$ cat src/rtl/decode_stage_ctrl_pkg.sv
// Shared decode-stage definitions: instruction/word widths, LEGv8 opcode constants,
// and the decode controller state type.
package decode_stage_ctrl_pkg;

    localparam int unsigned INSTR_LEN = 32;
    localparam int unsigned WORD      = 64;

    localparam logic [10:0] OP_STUR    = 11'h7C0;
    localparam logic [10:0] OP_LDUR    = 11'h7C2;
    localparam logic [6:0]  OP_CBZ_PFX = 7'b1011010;
    localparam logic [4:0]  XZR        = 5'd31;

    typedef enum logic [1:0] {
        ST_EMPTY,
        ST_FULL,
        ST_STALL
    } dstate_t;

    // STUR and CBZ/CBNZ read the register named in the Rt field [4:0].
    function automatic logic reads_rt(input logic [INSTR_LEN-1:0] instr);
        return (instr[31:21] == OP_STUR) || (instr[31:25] == OP_CBZ_PFX);
    endfunction

endpackage

$ cat src/rtl/decode_stage_ctrl_ld_use_hazard.sv
// Combinational load-use hazard detect: the load in EX writes a register that the
// instruction held in decode reads.
module ld_use_hazard
    import decode_stage_ctrl_pkg::*;
(
    input  logic [INSTR_LEN-1:0] id_instr,
    input  logic                 ex_mem_read,
    input  logic [4:0]           ex_rd,
    output logic                 hazard
);

    logic rn_match;
    logic rm_match;
    logic rt_match;
    logic unused_bits;

    assign unused_bits = ^id_instr[15:10];

    always_comb begin
        rn_match = (ex_rd == id_instr[9:5]);
        rm_match = (ex_rd == id_instr[20:16]);
        rt_match = reads_rt(id_instr) && (ex_rd == id_instr[4:0]);
        hazard   = ex_mem_read && (ex_rd != XZR) && (rn_match || rm_match || rt_match);
    end

endmodule

$ cat src/rtl/decode_stage_ctrl.sv
// IF/ID pipeline-register controller: valid/ready handshake with fetch and EX,
// load-use bubble insertion, branch flush and a saturating bubble counter.
module decode_stage_ctrl
    import decode_stage_ctrl_pkg::*;
#(
    parameter int unsigned STALL_CYCLES = 1,
    parameter int unsigned CNT_W        = 16
) (
    input  logic                 clk,
    input  logic                 reset,
    input  logic                 if_valid,
    input  logic [INSTR_LEN-1:0] if_instr,
    input  logic [WORD-1:0]      if_pc,
    output logic                 if_ready,
    input  logic                 ex_ready,
    output logic                 id_valid,
    output logic [INSTR_LEN-1:0] id_instr,
    output logic [WORD-1:0]      id_pc,
    input  logic                 ex_mem_read,
    input  logic [4:0]           ex_rd,
    input  logic                 flush,
    output logic [CNT_W-1:0]     stall_count
);

    dstate_t              state, state_n;
    logic [3:0]           cnt, cnt_n;
    logic [INSTR_LEN-1:0] instr_n;
    logic [WORD-1:0]      pc_n;
    logic                 hazard;
    logic                 bubble;

    ld_use_hazard u_hazard (
        .id_instr    (id_instr),
        .ex_mem_read (ex_mem_read),
        .ex_rd       (ex_rd),
        .hazard      (hazard)
    );

    always_ff @(posedge clk) begin
        if (reset) begin
            state       <= ST_EMPTY;
            cnt         <= '0;
            id_instr    <= '0;
            id_pc       <= '0;
            stall_count <= '0;
        end else begin
            state    <= state_n;
            cnt      <= cnt_n;
            id_instr <= instr_n;
            id_pc    <= pc_n;
            if (bubble && (stall_count != '1))
                stall_count <= stall_count + 1'b1;
        end
    end

    // The hazard cycle in FULL is itself the first bubble, so STALL covers only
    // the remaining STALL_CYCLES-1 bubbles and is skipped entirely for one.
    always_comb begin
        state_n  = state;
        cnt_n    = cnt;
        instr_n  = id_instr;
        pc_n     = id_pc;
        if_ready = 1'b0;
        id_valid = 1'b0;
        bubble   = 1'b0;
        case (state)
            ST_EMPTY: begin
                if_ready = 1'b1;
                if (if_valid) begin
                    instr_n = if_instr;
                    pc_n    = if_pc;
                    state_n = ST_FULL;
                end
            end
            ST_FULL: begin
                if (hazard) begin
                    bubble = 1'b1;
                    if (STALL_CYCLES > 1) begin
                        state_n = ST_STALL;
                        cnt_n   = 4'(STALL_CYCLES - 1);
                    end
                end else begin
                    id_valid = 1'b1;
                    if (ex_ready) begin
                        if_ready = 1'b1;
                        if (if_valid) begin
                            instr_n = if_instr;
                            pc_n    = if_pc;
                        end else begin
                            instr_n = '0;
                            pc_n    = '0;
                            state_n = ST_EMPTY;
                        end
                    end
                end
            end
            ST_STALL: begin
                bubble = 1'b1;
                if (cnt <= 4'd1)
                    state_n = ST_FULL;
                else
                    cnt_n = cnt - 4'd1;
            end
            default: begin
                state_n = ST_EMPTY;
                instr_n = '0;
                pc_n    = '0;
            end
        endcase
        if (flush) begin
            state_n  = ST_EMPTY;
            instr_n  = '0;
            pc_n     = '0;
            cnt_n    = '0;
            if_ready = 1'b1;
        end
    end

endmodule

$ cat config.mk
export PLATFORM = sky130hd
export DESIGN_NAME = decode_stage_ctrl
export DESIGN_NICKNAME = d
export VERILOG_FILES = /design/src/rtl/decode_stage_ctrl_pkg.sv /design/src/rtl/decode_stage_ctrl_ld_use_hazard.sv /design/src/rtl/decode_stage_ctrl.sv
export SDC_FILE = /design/constraint.sdc
export NUM_CORES = 1
export LEC_CHECK = 0
export ABC_CLOCK_PERIOD_IN_PS = 3100
export BUFFER_PORTS_ARGS = -buffer_cell sky130_fd_sc_hd__clkbuf_2
export CAP_MARGIN = 20
export CORE_MARGIN = 1.5
export CORE_UTILIZATION = 45
export DETAILED_ROUTE_END_ITERATION = 10
export PLACE_DENSITY_LB_ADDON = 0.12
export SETUP_SLACK_MARGIN = 0.4
export SYNTH_ARGS = -nofsm -noshare
export SYNTH_HDL_FRONTEND = slang
export SYNTH_HIERARCHICAL = 1
export SYNTH_SLANG_ARGS = --single-unit
$ cat constraint.sdc
create_clock -name clk -period 3.1 [get_ports clk]
set_input_delay 0.31 -clock clk [delete_from_list [all_inputs] [get_ports clk]]
set_output_delay 0.31 -clock clk [all_outputs]
set_load 0.01 [all_outputs]
Yosys cells after proc, flatten, opt, wreduce, memory -nomap -nowiden. Index checks and enable logic that the tools add are counted.

Flip-flop bits (word level): 118. Input bits: 107. Output and inout port bits: 114.

Add/subtract/negate cells: 2. $lt $le $gt $ge: 1. Equality and inequality tests: 14. Multiplexer cells: 24. Bitwise gates (word level): 2. Reductions and logical operators: 12.

Operator list (count): 2-to-1 mux 64 bit (4); case mux 64 bit (3 select lines) (1); 2-to-1 mux 32 bit (4); case mux 32 bit (3 select lines) (1); adder 16 x 1 -> 16 bit (second input constant) (1); != test 16 bit (second input constant) (1); equality test 5 bit (3); equality test 11 bit (second input constant) (1); 2-to-1 mux 2 bit (5); != test 2 bit (second input constant) (5); equality test 7 bit (second input constant) (1); 2-to-1 mux 1 bit (6); case mux 2 bit (3 select lines) (1); != test 5 bit (second input constant) (1); AND reduction 5 bit (1); less-or-equal comparator 4 x 1 -> 1 bit (second input constant) (1); logical AND 1 bit (4); case mux 1 bit (2 select lines) (2); AND reduction 4 bit (1); subtractor 4 x 1 -> 4 bit (second input constant) (1); logical OR 1 bit (3); equality test 2 x 1 -> 1 bit (second input constant) (1); equality test 2 bit (second input constant) (1); logical NOT 2 bit (1); 3 further kinds (4).

Longest topological paths before layout. Gate-level depths: netlist of the first run.

Depth after elaboration: 8. Gate-level depth with buffers: 10. Depth with buffers taken out: 8.

Cells and area by module. The synthesis of the first run kept the hierarchy.

By module, submodules not included: decode_stage_ctrl (times used 1, cells an instance 427, area each 4095.2 um^2); ld_use_hazard (times used 1, cells an instance 31, area each 236.5 um^2).

Worst setup path before layout of the first run. Ideal clock, no wire load.

Path kind: register -> register. Start point: register id_instr[25]. End point: register stall_count[15]. Setup time: 0.121 ns. Data arrival time: 2.281 ns. Required time: 2.979 ns. Slack: 0.698 ns. Stages on the path, launching flop included: 9. Buffers on the path: 0. Period minus slack after synthesis: 2.402 ns. Path through: dfxtp_1 nand4b_2 nor4_2 nand4_1 a21oi_1 nand4_1 nor3_2 and4b_1 mux2_2.

Cells in the longest elaborated chain, start to end: 8.

RTL lines: from (decl) (line decode_stage_ctrl.sv:17) `output logic [INSTR_LEN-1:0] id_instr,`; from (signal assigned) (line decode_stage_ctrl.sv:49) `id_instr <= instr_n;`; equality test 11 bit / equality test 7 bit (equally long branches) (line decode_stage_ctrl_pkg.sv:21) `return (instr[31:21] == OP_STUR) || (instr[31:25] == OP_CBZ_PFX);`; logical OR 1 bit (*) (line decode_stage_ctrl_pkg.sv:21); logical AND 1 bit (*) (line decode_stage_ctrl_ld_use_hazard.sv:22) `rt_match = reads_rt(id_instr) && (ex_rd == id_instr[4:0]);`; logical OR 1 bit (*) (line decode_stage_ctrl_ld_use_hazard.sv:23) `hazard = ex_mem_read && (ex_rd != XZR) && (rn_match || rm_match || rt_match);`; logical AND 1 bit (*) (line decode_stage_ctrl_ld_use_hazard.sv:23); named net hazard (line decode_stage_ctrl.sv:29) `logic hazard;`; 2-to-1 mux 1 bit (*) (line decode_stage_ctrl.sv:76) `if (hazard) begin`; case mux 1 bit (2 select lines) (*) (line decode_stage_ctrl.sv:66) `case (state)`; logical AND 1 bit (*) (line decode_stage_ctrl.sv:51) `if (bubble && (stall_count != '1))`; to (signal assigned) (line decode_stage_ctrl.sv:52) `stall_count <= stall_count + 1'b1;`; to (decl) (line decode_stage_ctrl.sv:22) `output logic [CNT_W-1:0] stall_count`.

Mark *: on every way through the listed nets, which the timed path passes. The rest lies on a longest branch. A chain may end at the register's enable or synchronous reset.

Worst setup path after layout of the first run.
Start point: register id_instr[27]. End point: register stall_count[7].

The elaborated chain is that of the path after synthesis.

==> results.toml, run 1 <==
[worst_setup_path]
rr_worst_depth = 10
r2r_end = "stall_count[7]"
critPathMaxStageDelay_ns = 0.44
crit_chain = "nor4bb_1 -> a22o_1 -> nand4_1 -> a21oi_2 -> buf_4 -> nand4_1 -> buf_4 -> nor2_1 -> or3b_2 -> a21oi_1"
end_kind = "flip-flop"
crit_fanout = 5
slowest_stage = "or3b_2"
rrSetupSlack_ns = 0.54
r2r-start = "id_instr[27]"
start_kind = "flip-flop"
required_ns = 3.51
path_class = "reg -> reg"
cp.arrival_ns = 2.97

[floorplan]
coreArea_mm2 = 0.00928
die_h_um = 101
fp.dieW_um = 101
start_util_pct = 46.7
rows = 35
pin_count = 221
dieArea_mm2 = 0.0102

[timing]
skew_ns = 0.0101
rsz0062_at_grt = "no"
max_slew_margin_pct = 33.7
max_freq_mhz = 391
setup_viol = 0
drv_slew = 0
fin_crit_sh_pct = 82.5
finalHoldViolCount = 0
worst_pin_slew_ns = 0.994
tns_ns = 0
fin_crit_ns = 2.56
hold_ws_ns = 0.0532

[placed_design]
dp_hpwl_um = 8410
place_congestion = 0.818
portBuffers = 220

[logic_synthesis]
synth_top_area_share_pct = 52.2
synthFlopType = "dfxtp_1"
synth.net_count = 566
synthTopCellsByArea = "dfxtp_1 52%, a22oi_1 17%, nor2_1 9.3%, xor2_1 2.8%, clkbuf_1 2.0%"
ys_ff_latch = 113
synth_common_cells = "113 x dfxtp_1, 107 x nor2_1, 97 x a22oi_1, 23 x clkbuf_1, 14 x xor2_1"
synth-edff-count = 0
yosysTopAreaCell = "dfxtp_1"
synthArstFlopShare_pct = 0
yosysUniqueCellTypes = 51
syn-cell-area_mm2 = 0.00433
synth.most_common_cell = "dfxtp_1"
synth.avg_cell_area_um2 = 9.46
synth_warnings = 6
synth_cells = 458
yosysSeqAreaShare_pct = 52.2

[clocking]
cts_sinks = 113
cts_buffer_depth = 2
cts_inserted_buffers = 17
htree_levels = 4
hold_buffers = 0
clock_latency_ns = 0.49
cts.reportedPaths.clkPinSlew_ns = 0.06
cts-root-buf = "clkbuf_8"
cts_tree = "built"

[run_status]
status = "finished, final reports clean"

[final_layout]
layout-drive-gt1-share_pct = 41.2
fillCellCount = 817
final_util_pct = 66.4
diodes = 0
final_nets = 779
areaGrowthSynthToFinish_pct = 42.4

[routing]
ant_nets = 0
vias = 4257
wire_per_inst_um = 14.9
first_iter_violations = 166
wl_um = 12100
drc = 0
viasPerCell = 5.24
dr.pass1.iters = 7

[global_route]
grt_start_max_net_pins = 59
antenna_found_initial = 0
grt_use_total_pct = 22.7
grt_pass1_vias = 3864
grt_overflow = 0
grt_pass1_wl_um = 18300

[power]
irDropWorstVdd_mv = 0.429
leakagePower_uw = 0.00290
powerDensity_mw_per_mm2 = 605

[worst_hold_path]
hold_path_end = "id_instr[0]"
hold_depth = 3
holdCritPathClass = "in -> reg"
holdCritStartpoint = "if_instr[0]"

[run]
maxCapViolations = 0
-- power breakdown --
group | leakage, uW | switching (uW) | total [uW] | internal, uW
sequential | 0.000919 | 28.0 | 1520 | 1490
clock | 0.000277 | 660 | 1880 | 1220
combinational | 0.00170 | 183 | 328 | 145
total | 0.00290 | 871 | 3730 | 2860
-- cell families (layout without fill, tap and decap cells) --
logic type	after synthesis	after routing	share of synthesized area [%]
simple gates	161	161	18.3
compound gates	124	125	20.9
flops	113	113	52.2
buf+inv	38	263	3.67
xor+xnor	16	16	3.24
mux	5	5	1.36
fa+ha+maj	1	1	0.289
-- cell usage in the layout (no fill, tap or decap), types with 4 or more instances in the layout --
cell,synthesis,final
a22oi_1,97,97
nor2_1,107,107
clkinv_2,0,4
nor2b_1,4,4
o21ai_0,5,5
a21oi_1,10,9
inv_1,4,4
xor2_1,14,14
nor3_1,5,5
dfxtp_1,113,111
clkinvlp_4,0,4
nand4_1,4,4
nand2_1,6,6
and3_1,5,5
nand3_1,5,5
clkbuf_16,0,16
buf_4,1,4
clkbuf_2,0,220
-- worst max-delay path by stage --
| stage | start | to | slack [ns] | depth (start not counted) |
|---|---|---|---|---|
| finish | id_instr[27] | stall_count[7] | 0.54 | 10 |
| global placement | ex_rd[2] | stall_count[15] | 0.46 | 10 |
| global route | id_instr[0] | stall_count[7] | 0.39 | 10 |
| detailed placement | ex_rd[4] | id_pc[5] | 0.34 | 10 |
| CTS | id_instr[25] | stall_count[15] | 0.40 | 9 |
| floorplan | id_instr[25] | stall_count[15] | 0.70 | 8 |
-- layer usage --
metal | routed length, um | GRT usage, %
met1 | 4950 | 25.7
met2 | 6100 | 39.1
met3 | 819 | 6.93
met4 | 261 | 10.7
met5 | 0 | 0
-- per-stage QoR --
step	area, um2	std cells	worst slack, ns	power [uW]
floorplan	4330	458	0.698	1720
global placement	5540	778	0.461	1870
detailed placement	5540	778	0.344	1880
CTS	6120	810	0.403	3760
global route	6170	813	0.388	3880
finish	6170	813	0.541	3730
-- state kept, by name (all words and copies together), names as in the netlist --
register / count
stall_count: 16
state: 1
id_instr: 32
id_pc: 64
-- critical path: cells and delay by family, from the launching register on --
family          cells  cell delay (ns)
compound gates      3             0.53
buf+inv             2             0.42
flops               1             0.37
simple gates        5             1.17
-- layout make-up --
| type | count | area [um2] | share of cell area [%] |
|---|---|---|---|
| clock buffers | 18 | 418 | 6.77 |
| clock inverters | 14 | 166 | 2.70 |
| inverters | 4 | 15.0 | 0.243 |
| multi-input cells | 308 | 1950 | 31.6 |
| flip-flops and latches | 113 | 2260 | 36.7 |
| well taps | 129 | 161 | 2.62 |
| repair buffers | 227 | 1190 | 19.3 |
-- timing repair --
action,4_1_cts,5_1_grt
setup endpoints to repair,0,73
resized for setup,0,5
setup buffers,0,2
endpoints found under the hold margin,0,0
(Power assumes the default switching activity.)
==> inputs of run 2 (changes only) <==
- ABC_CLOCK_PERIOD_IN_PS: 3100 -> 2360
- clock period: 3.1 -> 2.36 ns (I/O delays scaled with it)
==> run 2 against run 1 <==
The run now ends with negative setup slack left. Die area unchanged. Highest routed layer unchanged. Non-clock buffer count rose by 128. Critical endpoint is now stall_count[15]. Final area increased by 32%. Combinational power grew 150%. Routed wire length grew 55%.
==> results.toml, run 2 (synthesis gave the netlist of run 1 again) <==
[timing]
final.setup.worst_slack_ns = -0.140
setup_viol = 77
fin_crit_sh_pct = 106
drv_slew = 0
worst_pin_slew_ns = 0.670
max_freq_mhz = 400
skew_ns = 0.0149
hold_ws_ns = 0.0334
max_slew_margin_pct = 55.0
rsz0062_at_grt = "yes"
fin_crit_ns = 2.50
finalHoldViolCount = 0

[worst_setup_path]
start_kind = "flip-flop"
crit_fanout = 3
rrSetupSlack_ns = -0.14
cp-startpoint = "id_instr[0]"
path_buf_inv = 2
required_ns = 2.75
path_delay_family = "simple AND/OR/NAND/NOR gates"
rr_worst_depth = 10
path_depth = 10
cp.arrival_ns = 2.89
slowest_stage = "dfxtp_2"
end_kind = "flip-flop"
critPathMaxStageDelay_ns = 0.34
r2r_end = "stall_count[15]"
path_class = "reg -> reg"
crit_chain = "xor2_1 -> nor4_2 -> nand4_1 -> a21oi_2 -> buf_4 -> nand4_1 -> buf_4 -> nor3_4 -> and4b_1 -> mux2_4"
r2r-start = "id_instr[0]"
endpoint = "stall_count[15]"

[run]
maxCapViolations = 0

[clocking]
cts_sinks = 113
cts-root-buf = "clkbuf_8"
cts_tree = "built"
cts_buffer_depth = 2
clock_latency_ns = 0.51
htree_levels = 4
cts.reportedPaths.clkPinSlew_ns = 0.06
cts_inserted_buffers = 17

[worst_hold_path]
holdCritPathClass = "in -> reg"
hold_depth = 3

[run_status]
violations = "negative setup slack"
status = "complete, but fails checks"

[global_route]
grt_pass1_wl_um = 26500
antenna_found_initial = 0
grt_use_total_pct = 34.2
grt_pass1_vias = 5267
grt_overflow = 0
grt_start_max_net_pins = 98

[routing]
wl_um = 18800
ant_nets = 0
first_iter_violations = 214
dr.pass1.iters = 4
vias = 5245
viasPerCell = 5.59
drc = 0
wire_per_inst_um = 20.1

[floorplan]
start_util_pct = 46.7
die_h_um = 101
fp.dieW_um = 101
coreArea_mm2 = 0.00928
pin_count = 221
rows = 35
dieArea_mm2 = 0.0102

[power]
leakagePower_uw = 0.00360
irDropWorstVdd_mv = 0.497
powerDensity_mw_per_mm2 = 658

[final_layout]
reg_top3 = "id_pc x64, id_instr x32, stall_count x16"
fillCellCount = 444
layout-drive-gt1-share_pct = 52.5
regMostFlops = "id_pc"
multi_input_area_mm2 = 0.00246
areaGrowthSynthToFinish_pct = 88.3
seq_area_mm2 = 0.00229
final_util_pct = 87.9
final_nets = 906
largest_reg_flops = 64
layout_commonest_cell = "clkbuf_2"
diodes = 0
final_cell_mix = "220 x clkbuf_2, 101 x nor2_1, 98 x dfxtp_1, 95 x dlygate4sd3_1, 76 x a22oi_2"

[placed_design]
dp_hpwl_um = 8180
portBuffers = 220
place_congestion = 0.789
-- run 2: cell types whose count changed in the layout (fill, tap and decap cells not counted), moves of 6 or more --
cell           change
a22oi_1           -76
a22oi_2           +76
buf_16             +8
buf_4             +15
dfxtp_1           -13
dfxtp_2           +11
dlygate4sd3_1     +95
nor2_1             -6
-- run 2: how the worst min path moves through the flow --
stage	from	end
after floorplan	if_valid	state[0]
after global placement	if_valid	state[0]
after detailed placement	if_instr[5]	id_instr[5]
after CTS	if_pc[25]	id_pc[25]
after global routing	if_pc[25]	id_pc[25]
final	if_pc[25]	id_pc[25]
-- run 2: layer usage --
metal	vias to the layer above	GRT usage, %	part of all wire (%)
met5	-	0	0
met4	0	20.6	4.4
met3	75	9.02	6.7
met2	301	62.0	53
met1	2529	35.2	35
li1	2340	-	-
-- run 2: what timing repair did --
| item | CTS | global route |
|---|---|---|
| cloned | 7 | 3 |
| pin swaps | 43 | 23 |
| setup endpoints to repair | 111 | 115 |
| hold buffers | 95 | 0 |
| hold endpoints to repair | 95 | 0 |
| gates resized for setup | 93 | 37 |
| buffers inserted | 20 | 2 |
-- run 2: power by group --
group | switching (uW) | total, uW | internal (uW)
logic | 390 | 810 | 420
registers | 47.9 | 2010 | 1960
clock network | 944 | 2550 | 1600
total | 1380 | 5370 | 3980
-- run 2: cell type report --
cell class / instances / area share (%)
Inverter: 4 / 0.184
Timing Repair Buffer: 355 / 32.5
Clock inverter: 13 / 2.01
Multi-Input combinational cell: 307 / 30.2
Clock buffer: 18 / 5.12
Sequential cell: 113 / 28.0
Tap cell: 129 / 1.98
-- run 2: worst reg2reg max path, delay by kind of cell (launching register included) --
family	cells	cell delay, ns
AND/OR/NAND/NOR	5	0.99
buffers and inverters	2	0.35
flip-flops	1	0.34
multiplexers	1	0.30
AO/OA/AOI/OAI	1	0.25
XOR/XNOR	1	0.15
-- run 2: through the flow --
| stage | total power, uW | worst slack (ns) | TNS [ns] | instances | instance area (um2) |
|---|---|---|---|---|---|
| 6_report | 5370 | -0.140 | -2.76 | 939 | 8160 |
| 5_1_grt | 5520 | -0.240 | -14.29 | 939 | 8160 |
| 4_1_cts | 5250 | 0.00971 | 0 | 934 | 7900 |
| 3_5_place_dp | 2470 | 0.107 | 0 | 781 | 5610 |
| 3_3_place_gp | 2460 | 0.154 | 0 | 781 | 5610 |
| 2_1_floorplan | 2270 | 0.0366 | 0 | 458 | 4390 |
